`src/rtl/bus_arbiter_pkg.sv`:
```
// rtl/bus_arbiter_pkg.sv - memory bus request/response structs, arbiter state enum and masking helpers
package bundle;

  typedef struct packed {
    logic        arvalid;
    logic [31:0] araddr;
    logic [3:0]  rlen;
    logic        rready;
    logic        awvalid;
    logic [31:0] awaddr;
    logic [3:0]  wlen;
    logic        wvalid;
    logic [31:0] wdata;
    logic [3:0]  wstrb;
    logic        wlast;
    logic        bready;
  } bus_query_req_t;

  typedef struct packed {
    logic        arready;
    logic        rvalid;
    logic [31:0] rdata;
    logic        rlast;
    logic        awready;
    logic        wready;
    logic        bvalid;
  } bus_query_resp_t;

  typedef enum logic [1:0] {
    ARB_IDLE  = 2'd0,
    ARB_READ  = 2'd1,
    ARB_WRITE = 2'd2
  } arb_state_t;

  // A master is asking for the bus when either address channel is valid.
  function automatic logic req_active(input bus_query_req_t r);
    return r.arvalid | r.awvalid;
  endfunction

  // Read grant: every write-channel field is hidden from the memory side.
  function automatic bus_query_req_t read_view(input bus_query_req_t r);
    bus_query_req_t v;
    v         = r;
    v.awvalid = 1'b0;
    v.awaddr  = '0;
    v.wlen    = '0;
    v.wvalid  = 1'b0;
    v.wdata   = '0;
    v.wstrb   = '0;
    v.wlast   = 1'b0;
    v.bready  = 1'b0;
    return v;
  endfunction

  // Write grant: the read request/acceptance is hidden so it waits for its own grant.
  function automatic bus_query_req_t write_view(input bus_query_req_t r);
    bus_query_req_t v;
    v         = r;
    v.arvalid = 1'b0;
    v.rlen    = '0;
    v.rready  = 1'b0;
    return v;
  endfunction

endpackage

```
`src/rtl/bus_arbiter_if.sv`:
```
// rtl/bus_arbiter_if.sv - bundled master-side and memory-side bus signals of the arbiter
interface bus_arbiter_if
  import bundle::*;
#(
  parameter int NUM_MASTERS = 3,
  parameter int ID_W        = $clog2(NUM_MASTERS)
) ();

  bus_query_req_t  [NUM_MASTERS-1:0] m_req;
  bus_query_resp_t [NUM_MASTERS-1:0] m_resp;
  bus_query_req_t                    s_req;
  bus_query_resp_t                   s_resp;
  logic            [ID_W-1:0]        grant_id;
  logic                              busy;

  // Arbiter view.
  modport slave (
    input  m_req,
    input  s_resp,
    output m_resp,
    output s_req,
    output grant_id,
    output busy
  );

  // Environment view: cache masters plus memory controller.
  modport master (
    output m_req,
    output s_resp,
    input  m_resp,
    input  s_req,
    input  grant_id,
    input  busy
  );

endinterface

```
`src/rtl/bus_arb_picker.sv`:
```
// rtl/bus_arb_picker.sv - combinational winner selection; BUS_ARB_ROUND_ROBIN_EN selects round-robin
module bus_arb_picker #(
  parameter int NUM_MASTERS = 3,
  parameter int ID_W        = $clog2(NUM_MASTERS)
) (
  input  logic [NUM_MASTERS-1:0] req,
  input  logic [ID_W-1:0]        last_grant,
  output logic                   pick_valid,
  output logic [ID_W-1:0]        pick_id
);

`ifdef BUS_ARB_ROUND_ROBIN_EN
  // Round-robin: scan starting one past the previous winner, wrapping around.
  always_comb begin
    int idx;
    pick_valid = 1'b0;
    pick_id    = '0;
    idx        = 0;
    for (int off = 1; off <= NUM_MASTERS; off++) begin
      idx = (int'(last_grant) + off) % NUM_MASTERS;
      if (!pick_valid && req[idx]) begin
        pick_valid = 1'b1;
        pick_id    = ID_W'(idx);
      end
    end
  end
`else
  logic unused_last_grant;
  assign unused_last_grant = ^last_grant;

  // Fixed priority: scanning downward lets the lowest requesting index win.
  always_comb begin
    pick_valid = 1'b0;
    pick_id    = '0;
    for (int i = NUM_MASTERS - 1; i >= 0; i--) begin
      if (req[i]) begin
        pick_valid = 1'b1;
        pick_id    = ID_W'(i);
      end
    end
  end
`endif

endmodule

```
`src/rtl/bus_arbiter.sv`:
```
// rtl/bus_arbiter.sv - burst-granular memory bus arbiter; BUS_ARB_ROUND_ROBIN_EN enables round-robin picking
module bus_arbiter
  import bundle::*;
#(
  parameter int NUM_MASTERS = 3,
  parameter int ID_W        = $clog2(NUM_MASTERS)
) (
  input  logic         clk,
  input  logic         rst_n,
  bus_arbiter_if.slave bus
);

  arb_state_t                       state_q;
  arb_state_t                       state_d;
  logic            [ID_W-1:0]       grant_q;
  logic            [NUM_MASTERS-1:0] req_vec;
  logic                             pick_valid;
  logic            [ID_W-1:0]       pick_id;
  logic            [ID_W-1:0]       last_grant;
  logic            [3:0]            rbeat_cnt_q;
  logic            [3:0]            rlen_q;
  bus_query_req_t                   sel_req;
  bus_query_req_t                   fwd_req;
  bus_query_resp_t [NUM_MASTERS-1:0] resp_vec;
  logic                             take_grant;
  logic                             read_beat;
  logic                             read_done;
  logic                             write_done;

  // Collapse each master's request into one bit for the picker.
  always_comb begin
    req_vec = '0;
    for (int i = 0; i < NUM_MASTERS; i++) begin
      req_vec[i] = req_active(bus.m_req[i]);
    end
  end

`ifdef BUS_ARB_ROUND_ROBIN_EN
  logic [ID_W-1:0] last_grant_q;

  // Remember the latest winner; reset value makes master 0 first in line.
  always_ff @(posedge clk or negedge rst_n) begin
    if (!rst_n) begin
      last_grant_q <= ID_W'(NUM_MASTERS - 1);
    end else if (take_grant) begin
      last_grant_q <= pick_id;
    end
  end

  assign last_grant = last_grant_q;
`else
  assign last_grant = '0;
`endif

  bus_arb_picker #(
    .NUM_MASTERS (NUM_MASTERS),
    .ID_W        (ID_W)
  ) u_picker (
    .req        (req_vec),
    .last_grant (last_grant),
    .pick_valid (pick_valid),
    .pick_id    (pick_id)
  );

  assign take_grant = (state_q == ARB_IDLE) && pick_valid;
  assign sel_req    = bus.m_req[grant_q];
  assign read_beat  = (state_q == ARB_READ) && bus.s_resp.rvalid && fwd_req.rready;
  assign read_done  = read_beat && bus.s_resp.rlast;
  assign write_done = (state_q == ARB_WRITE) && bus.s_resp.bvalid && fwd_req.bready;

  // State register; reset abandons any burst in flight.
  always_ff @(posedge clk or negedge rst_n) begin
    if (!rst_n) begin
      state_q <= ARB_IDLE;
    end else begin
      state_q <= state_d;
    end
  end

  // Grant index and read-beat bookkeeping, all latched when a grant is taken.
  always_ff @(posedge clk or negedge rst_n) begin
    if (!rst_n) begin
      grant_q     <= '0;
      rbeat_cnt_q <= '0;
      rlen_q      <= '0;
    end else if (take_grant) begin
      grant_q     <= pick_id;
      rbeat_cnt_q <= '0;
      rlen_q      <= bus.m_req[pick_id].rlen;
    end else if (read_beat) begin
      rbeat_cnt_q <= rbeat_cnt_q + 4'd1;
    end
  end

  // Next state: writes win over reads from the same master; completion always returns to idle.
  always_comb begin
    state_d = state_q;
    case (state_q)
      ARB_IDLE: begin
        if (pick_valid) begin
          state_d = bus.m_req[pick_id].awvalid ? ARB_WRITE : ARB_READ;
        end
      end
      ARB_READ: begin
        if (read_done) begin
          state_d = ARB_IDLE;
        end
      end
      ARB_WRITE: begin
        if (write_done) begin
          state_d = ARB_IDLE;
        end
      end
      default: state_d = ARB_IDLE;
    endcase
  end

  // Outputs: mask the granted request per burst type and steer the response to the grant holder only.
  always_comb begin
    fwd_req  = '0;
    resp_vec = '0;
    case (state_q)
      ARB_READ: begin
        fwd_req           = read_view(sel_req);
        resp_vec[grant_q] = bus.s_resp;
      end
      ARB_WRITE: begin
        fwd_req           = write_view(sel_req);
        resp_vec[grant_q] = bus.s_resp;
      end
      default: begin
        fwd_req  = '0;
        resp_vec = '0;
      end
    endcase
  end

  assign bus.s_req    = fwd_req;
  assign bus.m_resp   = resp_vec;
  assign bus.grant_id = grant_q;
  assign bus.busy     = (state_q != ARB_IDLE);

`ifndef SYNTHESIS
  // rlast ends the burst regardless; flag a slave whose beat count disagrees with the requested length.
  a_rlast_len : assert property (@(posedge clk) disable iff (!rst_n)
    read_done |-> (rbeat_cnt_q == rlen_q - 4'd1));
`endif

endmodule
```
`src/flat_wrapper.sv`:
```
// flat-port wrapper written by rule: the top's interface ports become plain ports
module bus_arbiter_flat import bundle::*;
#(
  parameter int NUM_MASTERS = 3,
  parameter int ID_W        = $clog2(NUM_MASTERS)
)
  (clk, rst_n, bus_m_req, bus_s_resp, bus_m_resp, bus_s_req, bus_grant_id, bus_busy);
  bus_arbiter_if #(.NUM_MASTERS(NUM_MASTERS), .ID_W(ID_W)) bus_i ();
  input  logic clk;
  input  logic rst_n;
  input wire logic [$bits(bus_i.m_req)-1:0] bus_m_req;
  input wire logic [$bits(bus_i.s_resp)-1:0] bus_s_resp;
  output wire logic [$bits(bus_i.m_resp)-1:0] bus_m_resp;
  output wire logic [$bits(bus_i.s_req)-1:0] bus_s_req;
  output wire logic [$bits(bus_i.grant_id)-1:0] bus_grant_id;
  output wire logic [$bits(bus_i.busy)-1:0] bus_busy;
  assign bus_i.m_req = bus_m_req;
  assign bus_i.s_resp = bus_s_resp;
  assign bus_m_resp = bus_i.m_resp;
  assign bus_s_req = bus_i.s_req;
  assign bus_grant_id = bus_i.grant_id;
  assign bus_busy = bus_i.busy;
  bus_arbiter #(.NUM_MASTERS(NUM_MASTERS), .ID_W(ID_W)) u_core (.clk(clk), .rst_n(rst_n), .bus(bus_i));
endmodule
```
`config.mk`:
```
export PLATFORM = sky130hd
export DESIGN_NAME = bus_arbiter_flat
export DESIGN_NICKNAME = d
export VERILOG_FILES = /design/src/rtl/bus_arbiter_pkg.sv /design/src/rtl/bus_arbiter_if.sv /design/src/rtl/bus_arb_picker.sv /design/src/rtl/bus_arbiter.sv /design/src/flat_wrapper.sv
export SDC_FILE = /design/constraint.sdc
export NUM_CORES = 1
export LEC_CHECK = 0
export BUFFER_PORTS_ARGS = -buffer_cell sky130_fd_sc_hd__buf_2
export CAP_MARGIN = 25
export CELL_PAD_IN_SITES_DETAIL_PLACEMENT = 2
export CELL_PAD_IN_SITES_GLOBAL_PLACEMENT = 2
export CORE_AREA = 2 2 236 238
export DETAILED_ROUTE_END_ITERATION = 8
export DIE_AREA = 0 0 238 240
export GPL_TIMING_DRIVEN = 0
export PLACE_DENSITY_LB_ADDON = 0.25
export SLEW_MARGIN = 20
export SYNTH_ARGS = -nofsm -noshare
export SYNTH_HDL_FRONTEND = slang
export SYNTH_HIERARCHICAL = 1
export SYNTH_SLANG_ARGS = --single-unit
```
`constraint.sdc`:
```
create_clock -name clk -period 2.2 [get_ports clk]
set_clock_uncertainty 0.05 [all_clocks]
set_input_delay 0.22 -clock clk [delete_from_list [all_inputs] [get_ports clk]]
set_output_delay 0.22 -clock clk [all_outputs]
set_load 0.005 [all_outputs]
```
==> metrics.md <==
| Metric | Value |
|---|---|
| Status | `finished clean` |
| Critical path peak fanout | `10` |
| CP Cell Sequence | `buf_12 > buf_12 > buf_8 > mux2i_1 > nor2_1 > a21oi_2 > nor2_1 > buf_2` |
| Final Util | `15.3%` |
| Worst endpoint required time | `1.93 ns` |
| Nets@finish | `1725` |
| Vias in the first global route | `8273` |
| CTS tree | `done` |
| Total GRT Usage | `between 10% and 20%` |
| Power density over the cells | `roughly 750 mW/mm2` |
| PortBufs | `between 600 and 700` |
| Metal-1 WL | `between 10000 and 15000 um` |
| Crit-path slowest cell | `dfrtp_2` |
| Routed wl met2 | `approximately 21000 um` |
| Fin Setup TNS | `0 ns` |
| Mapped Cells | `between 700 and 800` |
| Total chip power | `between 6 and 7 mW` |
| Die Y | `about 240 um` |
| Worst slew pin tran | `slightly above 0.6 ns` |
| Dpl hpwl | `roughly 34000 um` |
| Critical path type | `flip-flop to output port` |
| First-pass GRT wire length | `54500 um` |
| Register area | `around 100 um2` |
| Worst skew pair latency | `between 0.2 and 0.25 ns` |
| I/O pins | `between 600 and 700` |
| Die W | `between 200 and 250 um` |
| RSZ-0062 raised after global routing | `true` |
| Post-DR wirelength/cell | `~19 um` |
| Number of fillers in the final layout | `6741` |
| CP top delay family | `buffers and inverters` |
| Final worst-path cycle share | `about 96%` |
| Placement row count | `86` |
| Area delta synth->final | `122%` |
| Worst slack, placed | `-1.09 ns` |
| Routed WL | `around 39000 um` |
| CP peak stage delay | `0.39 ns` |
| IR drop worst, VDD | `about 0.22 mV` |
| Worst path buffer plus inverter count | `4` |
| LEAKAGE | `4.42 nW` |
| Multi-input logic area | `approximately 0.0035 mm2` |
| HP Class | `primary input to asynchronous set/reset pin` |
| Core ar. | `0.0547 mm2` |
| Critical path launch point type | `flip-flop` |
| CTS Buffer Depth | `2` |
| Final min period | `between 2 and 2.5 ns` |
| GR Overflow Total | `0` |
| Ys Warns | `6` |
| Worst Setup End Kind | `output port` |
| Largest net degree at the start of global routing | `11` |
| Non-Filler Instances | `2046` |
| Sink Count | `4` |
| CTS clk-pin slew, worst paths | `~0.03 ns` |
| H-tree Lvls | `1` |
| Starting Density | `around 7%` |
| Vias | `7408` |
| Final setup viols | `0` |
| Avg Cell Area, Syn | `5.29 um2` |
| Met3 routed WL | `roughly 3300 um` |
| Die footprint | `approximately 0.057 mm2` |
| PnR worst setup slack | `between 0.08 and 0.09 ns` |
| Final Hold Fails | `0` |
| DRC | `0` |
| F_max | `472 MHz` |
| Drt first pass iters | `4` |
| Syn Nets | `approximately 1100` |
| Initial DRC Count | `about 130` |
| Drt via density | `3.62` |
| Crit path DAT | `between 1.5 and 2 ns` |
| Share of cells above drive strength 1 | `53.8%` |
| Synthesized area | `0.00377 mm2` |
| Num CTS Buffers | `3` |
| DR top layer | `met5` |
| DP Cell Count | `approximately 2000` |
| Root Driver | `clkbuf_16` |
| Antenna-violating nets left | `0` |
| Pins Over Slew Limit | `0` |
| Max Cap Viol | `0` |
| Max-slew headroom | `approximately 60%` |
| Initial antenna violation count | `10` |
| GP Congestion | `0.747` |
-- power by group --
part           total (mW)  switching, mW  leakage (nW)  internal (mW)
logic                5.83           3.49          4.33           2.34
clock network       0.279         0.0472        0.0370          0.232
registers           0.133         0.0328        0.0497          0.100
total                6.24           3.57          4.42           2.67
-- state kept, by name, indices dropped and copies added (netlist names) --
name and flops:
u_core/bus.grant_id 2, u_core/state_q 2
-- through the flow --
step	instance area, um2	hold slack (ns)
final	8360	0.445
after global routing	8360	0.463
after CTS	8230	0.464
after detailed placement	7740	-0.0107
after global placement	7720	-0.0162
after floorplan	3770	-0.126
-- placed cells by master, fill, tap and decap left out, types with 4 or more instances in the layout --
cell	n
nor2_1	327
clkbuf_8	10
buf_2	616
clkbuf_4	9
clkbuf_2	13
a21oi_1	108
buf_6	4
buf_4	18
mux2i_1	111
nor2_4	5
diode_2	5
nand2_1	42
nor2_2	6
buf_8	9
-- area by class of cell --
cell class / instances / share of cell area, %
Multi-Input combinational cell: 641 / 42.2
Timing Repair Buffer: 621 / 37.6
Tap cell: 704 / 10.5
Buffer: 65 / 7.24
Sequential cell: 4 / 1.23
Clock buffer: 3 / 0.898
Antenna cell: 5 / 0.150
Inverter: 3 / 0.135
-- path summary, 6_finish.rpt --
check | start | slack [ns] | cells after the start | to
max | u_core/bus.grant_id[1] | 0.08 | 8 | bus_s_req[19]
min | rst_n | 0.45 | 2 | u_core/state_q[1]
max reg2reg | u_core/state_q[0] | 0.10 | 6 | u_core/state_q[1]
min reg2reg | u_core/state_q[1] | 0.63 | 2 | u_core/state_q[1]
max in group asynchronous | rst_n | 1.52 | 2 | u_core/bus.grant_id[0]
min in group clk | bus_s_resp[3] | 0.56 | 5 | u_core/state_q[0]
-- timing repair --
item	4_1_cts	5_1_grt
gates resized for setup	133	50
buffers inserted	3	3
hold buffers	1	0
setup endpoints to repair	231	91
pin swaps	1	1
endpoints found under the hold margin	4	0
-- worst reg2reg max path, stage by stage (launching register included) --
cell     delay, ns
dfrtp_1       0.36
inv_2         0.08
ha_4          0.32
nand2_2       0.25
o31a_1        0.41
nor3_1        0.33
o22ai_1       0.16
-- layer usage --
layer  up-vias  track usage (%)
met5         -                0
met4         6             1.21
met3        10             4.02
met2       359             25.3
met1      3434             13.6
li1       3599                -
(Power assumes the default switching activity.)
